## config.mk

```make
export PLATFORM = sky130hd
export DESIGN_NAME = arya_mem_sequencer
export DESIGN_NICKNAME = d
export VERILOG_FILES = /design/src/rtl/arya_pkg.sv /design/src/rtl/arya_verify_chk.sv /design/src/rtl/arya_mem_sequencer.sv
export SDC_FILE = /design/constraint.sdc
export NUM_CORES = 1
export LEC_CHECK = 0
export CAP_MARGIN = 20
export CORE_ASPECT_RATIO = 0.6
export CORE_MARGIN = 5
export CORE_UTILIZATION = 43
export DETAILED_ROUTE_END_ITERATION = 10
export GPL_TIMING_DRIVEN = 0
export PLACE_DENSITY_LB_ADDON = 0.25
export SKIP_CTS_REPAIR_TIMING = 1
export SYNTH_ARGS = -nofsm -noshare
export SYNTH_HDL_FRONTEND = slang
export SYNTH_SLANG_ARGS = --single-unit
export TNS_END_PERCENT = 5
```

## constraint.sdc

```tcl
create_clock -name clk -period 2.4 [get_ports clk]
set_clock_uncertainty 0.2 [all_clocks]
set_input_delay 0.48 -clock clk [delete_from_list [all_inputs] [get_ports clk]]
set_output_delay 0.48 -clock clk [all_outputs]
set_load 0.02 [all_outputs]
```

## src/rtl/arya_pkg.sv

```systemverilog
// rtl/arya_pkg.sv - shared types and constants for the arya memory sequencer
package arya_pkg;

    localparam int ADDR_W = 10;
    localparam int DATA_W = 64;
    localparam int RUN_W  = 16;

    // Instruction memory occupies the low half, data memory the high half.
    localparam logic [ADDR_W-1:0] INST_MEM_START = 10'd0;
    localparam logic [ADDR_W-1:0] DATA_MEM_START = 10'd512;

    typedef enum logic [2:0] {
        ST_IDLE,
        ST_LOAD,
        ST_VERIFY,
        ST_VDRAIN,
        ST_RUN
    } seq_state_t;

endpackage

```

## src/rtl/arya_verify_chk.sv

```systemverilog
// rtl/arya_verify_chk.sv - readback compare pipeline with sticky first-error capture
module arya_verify_chk #(
    parameter int ADDR_W = 10,
    parameter int DATA_W = 64
) (
    input  logic              clk,
    input  logic              reset,
    input  logic              clear,
    input  logic              capture,
    input  logic [DATA_W-1:0] host_data,
    input  logic [ADDR_W-1:0] addr,
    input  logic [DATA_W-1:0] mem_rdata,
    output logic              verify_err,
    output logic [ADDR_W-1:0] err_addr,
    output logic              err_now
);

    logic [DATA_W-1:0] exp_q;
    logic              chk_v;
    logic [ADDR_W-1:0] chk_a;

    // mem_rdata arrives one cycle after the address, aligned with exp_q.
    assign err_now = chk_v && (mem_rdata != exp_q);

    always_ff @(posedge clk or negedge reset) begin
        if (!reset) begin
            exp_q      <= '0;
            chk_v      <= 1'b0;
            chk_a      <= '0;
            verify_err <= 1'b0;
            err_addr   <= '0;
        end else if (clear) begin
            chk_v      <= 1'b0;
            verify_err <= 1'b0;
            err_addr   <= '0;
        end else begin
            chk_v <= capture;
            if (capture) begin
                exp_q <= host_data;
                chk_a <= addr;
            end
            if (err_now && !verify_err) begin
                verify_err <= 1'b1;
                err_addr   <= chk_a;
            end
        end
    end

endmodule

```

## src/rtl/arya_mem_sequencer.sv

```systemverilog
// rtl/arya_mem_sequencer.sv - load/verify/run sequencer for the arya core's shared memory port A
module arya_mem_sequencer
    import arya_pkg::*;
#(
    parameter int ADDR_W = arya_pkg::ADDR_W,
    parameter int DATA_W = arya_pkg::DATA_W,
    parameter int RUN_W  = arya_pkg::RUN_W
) (
    input  logic              clk,
    input  logic              reset,
    input  logic              start,
    input  logic [ADDR_W-1:0] base_addr,
    input  logic [ADDR_W-1:0] len_m1,
    input  logic              verify_req,
    input  logic [RUN_W-1:0]  run_cycles,
    input  logic              halt,
    input  logic              host_valid,
    input  logic [DATA_W-1:0] host_data,
    output logic              host_ready,
    output logic [ADDR_W-1:0] mem_addr,
    output logic [DATA_W-1:0] mem_wdata,
    output logic              setup_mem,
    output logic              verify_mem,
    input  logic [DATA_W-1:0] mem_rdata,
    output logic              core_en,
    output logic              busy,
    output logic              done,
    output logic              verify_err,
    output logic [ADDR_W-1:0] err_addr
);

    localparam logic [ADDR_W-1:0] IDX_ONE = 1;
    localparam logic [RUN_W-1:0]  RUN_ONE = 1;

    seq_state_t        state;
    logic [ADDR_W-1:0] base_q;
    logic [ADDR_W-1:0] len_q;
    logic              verify_q;
    logic [RUN_W-1:0]  run_q;
    logic [ADDR_W-1:0] idx;
    logic [RUN_W-1:0]  run_cnt;

    logic hs;
    logic load_hs;
    logic verify_hs;
    logic last_beat;
    logic run_last;
    logic err_now;
    logic chk_clear;

    assign hs        = host_valid & host_ready;
    assign load_hs   = hs & (state == ST_LOAD);
    assign verify_hs = hs & (state == ST_VERIFY);
    assign last_beat = (idx == len_q);
    assign run_last  = (run_q != '0) && (run_cnt == run_q - RUN_ONE);
    assign chk_clear = (state == ST_IDLE) & start;

    // Address holds between handshakes so a stalled readback stays aligned.
    assign mem_addr  = (state == ST_LOAD || state == ST_VERIFY) ? base_q + idx : '0;
    assign setup_mem = load_hs;
    assign mem_wdata = load_hs ? host_data : '0;

    always_ff @(posedge clk or negedge reset) begin
        if (!reset) begin
            state      <= ST_IDLE;
            base_q     <= '0;
            len_q      <= '0;
            verify_q   <= 1'b0;
            run_q      <= '0;
            idx        <= '0;
            run_cnt    <= '0;
            host_ready <= 1'b0;
            verify_mem <= 1'b0;
            core_en    <= 1'b0;
            busy       <= 1'b0;
            done       <= 1'b0;
        end else begin
            done <= 1'b0;
            case (state)
                ST_IDLE: begin
                    if (start) begin
                        base_q     <= base_addr;
                        len_q      <= len_m1;
                        verify_q   <= verify_req;
                        run_q      <= run_cycles;
                        idx        <= '0;
                        run_cnt    <= '0;
                        host_ready <= 1'b1;
                        busy       <= 1'b1;
                        state      <= ST_LOAD;
                    end
                end
                ST_LOAD: begin
                    if (load_hs) begin
                        if (last_beat) begin
                            idx <= '0;
                            if (verify_q) begin
                                verify_mem <= 1'b1;
                                state      <= ST_VERIFY;
                            end else begin
                                host_ready <= 1'b0;
                                core_en    <= 1'b1;
                                run_cnt    <= '0;
                                state      <= ST_RUN;
                            end
                        end else begin
                            idx <= idx + IDX_ONE;
                        end
                    end
                end
                ST_VERIFY: begin
                    if (verify_hs) begin
                        if (last_beat) begin
                            idx        <= '0;
                            host_ready <= 1'b0;
                            state      <= ST_VDRAIN;
                        end else begin
                            idx <= idx + IDX_ONE;
                        end
                    end
                end
                ST_VDRAIN: begin
                    verify_mem <= 1'b0;
                    if (verify_err || err_now) begin
                        busy  <= 1'b0;
                        done  <= 1'b1;
                        state <= ST_IDLE;
                    end else begin
                        core_en <= 1'b1;
                        run_cnt <= '0;
                        state   <= ST_RUN;
                    end
                end
                ST_RUN: begin
                    run_cnt <= run_cnt + RUN_ONE;
                    if (halt || run_last) begin
                        core_en <= 1'b0;
                        busy    <= 1'b0;
                        done    <= 1'b1;
                        state   <= ST_IDLE;
                    end
                end
                default: begin
                    host_ready <= 1'b0;
                    verify_mem <= 1'b0;
                    core_en    <= 1'b0;
                    busy       <= 1'b0;
                    state      <= ST_IDLE;
                end
            endcase
        end
    end

    arya_verify_chk #(
        .ADDR_W (ADDR_W),
        .DATA_W (DATA_W)
    ) u_verify_chk (
        .clk        (clk),
        .reset      (reset),
        .clear      (chk_clear),
        .capture    (verify_hs),
        .host_data  (host_data),
        .addr       (mem_addr),
        .mem_rdata  (mem_rdata),
        .verify_err (verify_err),
        .err_addr   (err_addr),
        .err_now    (err_now)
    );

endmodule

```

==> results.md, run 1 <==
* CTS tree: yes
* Met3 usage at 0.06266
* EDFF count, synth at 0
* Die Ht at 120.4 µm
* Max Buffers Root-to-Sink at 2
* GR Util met2 at 0.3392
* Least-Margin Pin Slew at 0.8406 ns
* Clk sinks at 157
* Number of H-tree levels at 4
* Drt wl/cell at 19.13 µm
* GPL Wtd Cong at 0.9018
* Critical path peak fanout at 4
* DP Wirelength at 22.29 mm
* Via count at 8,021
* I/O Pins at 261
* Pre-CTS WS at -1.613 ns
* Required time worst endpoint at 1.72 ns
* Worst reg-to-reg path cell count at 8
* FF-to-FF End: run_cnt[3]
* First-pass detailed-route iteration total at 4
* Mapped Area at 8742 µm²
* Vias in the first global route at 7,914
* Largest net degree at the start of global routing at 84
* Most Used Layer, Global Route: met1
* Max Clk Rate at 0.3123 GHz
* Ys async rst share at 1.000
* Status: finished, violations left
* CTS Buf Count at 17
* # setup viols final at 152
* VDD IR max at 0.0004686 V
* Vias per cell at 5.242
* Hold slack at 0.2825 ns
* Post-Syn Nets at 1,132
* Leak Pwr at 6.059 nW
* Violation count after the first detailed-route iteration at 528
* Die X at 194.1 µm
* Final hold vios at 0
* Placement Cell Area at 11,740 µm²
* Layout cells sized above 1 at 0.2086
* Failing checks: setup timing
* Post-synthesis sequential area ratio at 0.4494
* Min cycle time layout at 3.202 ns
* Core area at 20,020 µm²
* Initial antenna violation count at 1
* Crit path to: mem_addr[8]
* Total die area at 23,380 µm²
* CTS root buffer: clkbuf_16
* Reg-to-reg startpoint: u_verify_chk.exp_q[22]
* Max-cap violations at 0
* Worst-Skew Late Latency at 0.43 ns
* GRT Util Overall at 0.2440
* Input/output buffers at 260
* Worst Hold Class: reg -> reg
* Standard-cell rows at 40
* WS Path Type: reg -> out
* Pwr dens at 443.1 nW/µm²
* Syn avg cell area at 9.212 µm²
* Nature of the critical path endpoint: primary output
* Post-layout util at 0.6484
* Final nets at 1,426
* Fin area at 12,980 µm²
* Post-DRT Antenna Nets at 0
* Slew headroom at 0.4353
* Met1 GRT Util at 0.3835
* R2r setup slk at -0.49 ns
* First-pass GRT wire length at 44.66 mm
* RSZ-0062 raised after global routing: yes
* Synth unique cells at 66
* Overflow after GRT at 0
* Initial Utilization at 0.4367
* Final worst path period share at 1.334
* Ys Warns at 0
* Fin. max-slew vios at 0
* Critical path startpoint: base_q[0]
* Cell count after synthesis at 949
* Area Overhead vs Synth at 48.48%
* Post-Route WL at 29.27 mm
* # DRC at 0
* Ys flop type: dfrtp_1
* Clock slew at reported path FFs at 0.07 ns
* Synth Register Bits at 157
* Worst setup margin at -0.8016 ns
* Startpoint Class: flip-flop
* Critical Path AT at 2.52 ns
* Setup TNS at -38.80 ns
[cell usage in the layout, fill, tap and decap left out, types with 23 or more instances in the layout]
cell             synthesis  routed
nand2_1                250     248
clkdlybuf4s50_1          0     189
dfrtp_1                157     151
xnor2_1                 93      89
buf_6                    3      55
nor2_1                  46      41
mux2_2                  36      36
and2_4                   0      35
and2_1                  68      33
clkbuf_1                33      23
nand4_1                 23      23
[cells by family (layout without fill, tap and decap cells)]
group	Yosys count	after routing	share of synthesized area
other	0	1	0
adders and majority gates	13	13	0.01946
AOI/OAI and AO/OA	92	92	0.07414
muxes	48	48	0.06011
buffers and inverters	62	369	0.03435
xor gates and xnor gates	107	107	0.1072
and+or+nand+nor	470	470	0.2553
DFF	157	157	0.4494
[routing by layer]
layer	wire length [µm]	vias to the layer above
met1	14570	3913
met5	0	-
met2	12300	301
met4	269	0
met3	2128	20
li1	-	3787
[synth_stat cells (2+ instances only)]
cell,number,area share
a2111oi_0,2,0.0020
a211oi_1,2,0.0017
a21o_1,6,0.0052
a21oi_1,16,0.0092
a22o_1,5,0.0050
a31oi_1,3,0.0021
and2_1,68,0.049
and3_1,9,0.0064
and4_1,4,0.0040
buf_1,3,0.0013
buf_12,2,0.0046
buf_4,2,0.0017
buf_6,3,0.0039
clkbuf_1,33,0.014
dfrtp_1,157,0.45
ha_1,12,0.017
inv_1,15,0.0064
mux2_2,36,0.046
mux2i_1,12,0.014
nand2_1,250,0.11
nand3_1,18,0.010
nand3b_1,4,0.0034
nand4_1,23,0.016
nor2_1,46,0.020
nor2b_1,5,0.0036
nor3_1,14,0.0080
nor3b_1,3,0.0026
nor4_1,10,0.0072
nor4_4,2,0.0049
o211ai_1,6,0.0052
o21a_1,3,0.0026
o21ai_0,20,0.011
o21ai_1,3,0.0017
o22ai_1,6,0.0043
o2bb2ai_1,2,0.0020
o31ai_1,3,0.0026
or3_1,5,0.0036
or4_1,3,0.0026
xnor2_1,93,0.093
xor2_1,14,0.014
[metrics by stage]
step	power, mW	cells
after floorplan	2.754	949
after global placement	3.126	1482
after detailed placement	3.134	1483
after CTS	5.781	1515
after global routing	5.941	1530
final	5.752	1530
[area by class of cell]
class	instances	area, µm²
Inverter	17	63.81
Multi-Input combinational cell	730	4908
Antenna cell	1	2.502
Sequential cell	157	3936
Clock buffer	21	460.4
Clock inverter	11	108.9
Buffer	45	354.1
Timing Repair Buffer	275	2804
Tap cell	273	341.6
Fill cell	1685	7039
[power by group]
part,internal [mW],switching (mW)
registers,2.65,0
logic,0.290,0.158
clock network,1.50,1.16
[sequential cells by signal (all words and copies together) (netlist names)]
name,cells
host_ready,1
base_q,10
busy,1
core_en,1
u_verify_chk.exp_q,64
run_cnt,16
run_q,16
u_verify_chk.chk_a,10
verify_mem,1
state,3
u_verify_chk.err_addr,10
len_q,10
idx,10
verify_q,1
done,1
u_verify_chk.verify_err,1
u_verify_chk.chk_v,1
[worst min path at each step]
stage                          start                     to  slack [ns]  depth (start not counted)
2_1_floorplan                  reset              base_q[0]       -0.02                          0
3_3_place_gp   u_verify_chk.chk_a[3]  u_verify_chk.chk_a[3]        0.26                          2
3_5_place_dp   u_verify_chk.chk_a[3]  u_verify_chk.chk_a[3]        0.26                          2
4_1_cts                        reset               len_q[6]       -0.18                          1
5_1_grt        u_verify_chk.exp_q[9]  u_verify_chk.exp_q[9]        0.31                          2
6_report       u_verify_chk.chk_a[7]  u_verify_chk.chk_a[7]        0.28                          2
[worst max-delay path, stage by stage, from the launching register on]
cell	delay (ns)
dfrtp_1	0.39
ha_4	0.18
inv_2	0.04
fa_2	0.35
nor2b_4	0.14
o21ai_2	0.08
a21boi_2	0.22
o21ai_2	0.10
a21oi_2	0.21
o21a_1	0.15
nor3_2	0.05
buf_4	0.17
Power figures use the tool's default switching activity.
==> run 2, diff against run 1 <==
--- a/config.mk
+++ b/config.mk
@@ -8,7 +8,7 @@
 export CAP_MARGIN = 20
 export CORE_ASPECT_RATIO = 0.6
 export CORE_MARGIN = 5
-export CORE_UTILIZATION = 43
+export CORE_UTILIZATION = 30
 export DETAILED_ROUTE_END_ITERATION = 10
 export GPL_TIMING_DRIVEN = 0
 export PLACE_DENSITY_LB_ADDON = 0.25
==> results.md, run 2 (synthesized netlist as in run 1, its figures left out) <==
* Drt wl/cell at 19.51 µm (was 19.13 µm)
* Sw Pwr at 1.357 mW (was 1.320 mW)
* Total die area at 32,770 µm² (was 23,380 µm²)
* Input/output buffers at 260 (unchanged)
* I/O Pins at 261 (unchanged)
* Post-Route WL at 32.00 mm (was 29.27 mm)
* Max reg flops at 64 (unchanged)
* Placement Cell Area at 11,870 µm² (was 11,740 µm²)
* VDD IR max at 0.0004613 V (was 0.0004686 V)
* R2r setup slk at -0.47 ns (was -0.49 ns)
* Standard-cell rows at 48 (was 40)
* Worst Hold Class: reg -> reg (unchanged)
* RSZ-0062 raised after global routing: yes (unchanged)
* Worst-Skew Late Latency at 0.45 ns (was 0.43 ns)
* Clock power frac at 0.483 (was 0.462)
* Final nets at 1,431 (was 1,426)
* FF-to-FF End: run_cnt[3] (unchanged)
* Initial antenna violation count at 4 (was 1)
* Critical Path AT at 2.51 ns (was 2.52 ns)
* CTS root buffer: clkbuf_16 (unchanged)
* Critical path startpoint: base_q[0] (unchanged)
* First-pass GRT wire length at 47.19 mm (was 44.66 mm)
* Startpoint Class: flip-flop (unchanged)
* Clock slew at reported path FFs at 0.07 ns (about the same)
* Violation count after the first detailed-route iteration at 414 (was 528)
* Least-Margin Pin Slew at 0.8980 ns (was 0.8406 ns)
* Clk sinks at 157 (unchanged)
* Die Ht at 142.2 µm (was 120.4 µm)
* Commonest non-fill, non-tap cell in the layout: nand2_1 (unchanged)
* Die X at 230.4 µm (was 194.1 µm)
* Core area at 28,710 µm² (was 20,020 µm²)
* WS Path Type: reg -> out (unchanged)
* Worst setup margin at -0.7943 ns (was -0.8016 ns)
* Flop pwr share at 0.442 (was 0.460)
* Final worst path period share at 1.331 (was 1.334)
* Internal power at 4.630 mW (was 4.431 mW)
* Via count at 7,937 (was 8,021)
* GRT Util Overall at 0.1905 (was 0.2440)
* Required time worst endpoint at 1.72 ns (about the same)
* Largest net degree at the start of global routing at 96 (was 84)
* Top flop regs: u_verify_chk.exp_q x64, run_cnt x16, run_q x16 (unchanged)
* Max-cap violations at 0 (unchanged)
* Initial Utilization at 0.3045 (was 0.4367)
* Failing checks: setup timing (unchanged)
* Pwr dens at 452.0 nW/µm² (was 443.1 nW/µm²)
* Nature of the critical path endpoint: primary output (unchanged)
* Fin area at 13,250 µm² (was 12,980 µm²)
* Fillers at 2,800 (was 1,685)
* Worst reg-to-reg path cell count at 9 (was 8)
* First-pass detailed-route iteration total at 6 (was 4)
* Number of H-tree levels at 4 (unchanged)
* Vias in the first global route at 7,780 (was 7,914)
* CTS tree: yes (unchanged)
* Min cycle time layout at 3.194 ns (was 3.202 ns)
* Hold path depth at 2 (unchanged)
* Reg-to-reg startpoint: u_verify_chk.exp_q[23] (was u_verify_chk.exp_q[22])
* Most frequent cells in the layout: nand2_1 (248), clkdlybuf4s50_1 (183), dfrtp_1 (152), xnor2_1 (88), buf_6 (61) (was nand2_1 (248), clkdlybuf4s50_1 (189), dfrtp_1 (151), xnor2_1 (89), buf_6 (55))
* Placed insts at 1,585 (was 1,483)
* Fin. max-slew vios at 0 (unchanged)
* Hold EP: u_verify_chk.chk_a[0] (was u_verify_chk.chk_a[7])
* CTS Buf Count at 17 (unchanged)
* Vias per cell at 4.840 (was 5.242)
* Hold_sp: u_verify_chk.chk_a[0] (was u_verify_chk.chk_a[7])
* Slew headroom at 0.3968 (was 0.4353)
* Hold slack at 0.2802 ns (was 0.2825 ns)
* Setup TNS at -42.50 ns (was -38.80 ns)
* Status: finished, violations left (unchanged)
* Max Clk Rate at 0.3131 GHz (was 0.3123 GHz)
* Overflow after GRT at 0 (unchanged)
* # setup viols final at 168 (was 152)
* Reg with most FFs: u_verify_chk.exp_q (unchanged)
* GPL Wtd Cong at 0.8549 (was 0.9018)
* Layout cells sized above 1 at 0.2189 (was 0.2086)
* Max Buffers Root-to-Sink at 2 (unchanged)
* # DRC at 0 (unchanged)
* Non-Filler Instances at 1,640 (was 1,530)
* Final hold vios at 0 (unchanged)
* Critical path peak fanout at 3 (was 4)
* Sw Ratio at 0.2267 (was 0.2296)
* Leak Pwr at 6.203 nW (was 6.059 nW)
* Post-DRT Antenna Nets at 0 (unchanged)
* Area Overhead vs Synth at 51.51% (was 48.48%)
* Comb pwr share at 0.075 (was 0.078)
* Post-layout util at 0.4614 (was 0.6484)
* DP Wirelength at 24.46 mm (was 22.29 mm)
-- run 2: worst max-delay path, stage by stage (launching register included) --
cell      delay [ns]
dfrtp_1         0.40
ha_4            0.17
inv_2           0.04
fa_2            0.38
nor2b_4         0.14
o21ai_2         0.08
a21boi_2        0.19
o21ai_2         0.09
a21oi_2         0.21
nor3_2          0.06
nor3_2          0.14
buf_4           0.17
-- run 2: final cells by class --
| cell class | instances | area, µm² | share of cell area |
|---|---|---|---|
| Clock inverter | 13 | 163.9 | 0.01237 |
| Tap cell | 375 | 469.2 | 0.03542 |
| Buffer | 45 | 360.3 | 0.02721 |
| Sequential cell | 157 | 3935 | 0.2971 |
| Inverter | 17 | 63.81 | 0.004818 |
| Timing Repair Buffer | 280 | 2874 | 0.2170 |
| Antenna cell | 4 | 10.01 | 0.0007557 |
| Clock buffer | 19 | 452.9 | 0.03420 |
| Multi-Input combinational cell | 730 | 4916 | 0.3712 |
-- run 2: per-stage QoR --
step                power (mW)  worst slack [ns]
detailed placement       3.138            -1.953
finish                   5.987           -0.7943
global route             6.213           -0.9379
global placement         3.132            -6.312
CTS                      6.051            -2.190
floorplan                2.754           -0.2839
-- run 2: worst max-delay path by stage --
stage | end | slack, ns | depth (start not counted)
floorplan | mem_addr[8] | -0.28 | 10
global placement | run_cnt[13] | -6.31 | 1
global route | mem_addr[8] | -0.94 | 11
finish | mem_addr[8] | -0.79 | 11
CTS | mem_wdata[35] | -2.19 | 7
detailed placement | mem_wdata[35] | -1.95 | 7
-- run 2: power groups by stage --
stage / Clock, mW / Combinational, mW / Sequential [mW]
after floorplan: 0 / 0.0574 / 2.70
after global placement: 0 / 0.435 / 2.70
after detailed placement: 0 / 0.442 / 2.70
after CTS: 2.96 / 0.445 / 2.65
after global routing: 3.09 / 0.480 / 2.64
final: 2.89 / 0.447 / 2.65
-- run 2: metal layers --
metal	share of wire	wire (µm)	up-vias	track usage
li1	-	-	3799	-
met4	0.014	437	0	0.05060
met1	0.53	16980	3916	0.3042
met2	0.40	12920	198	0.2530
met3	0.052	1655	24	0.04387
met5	0	0	-	0
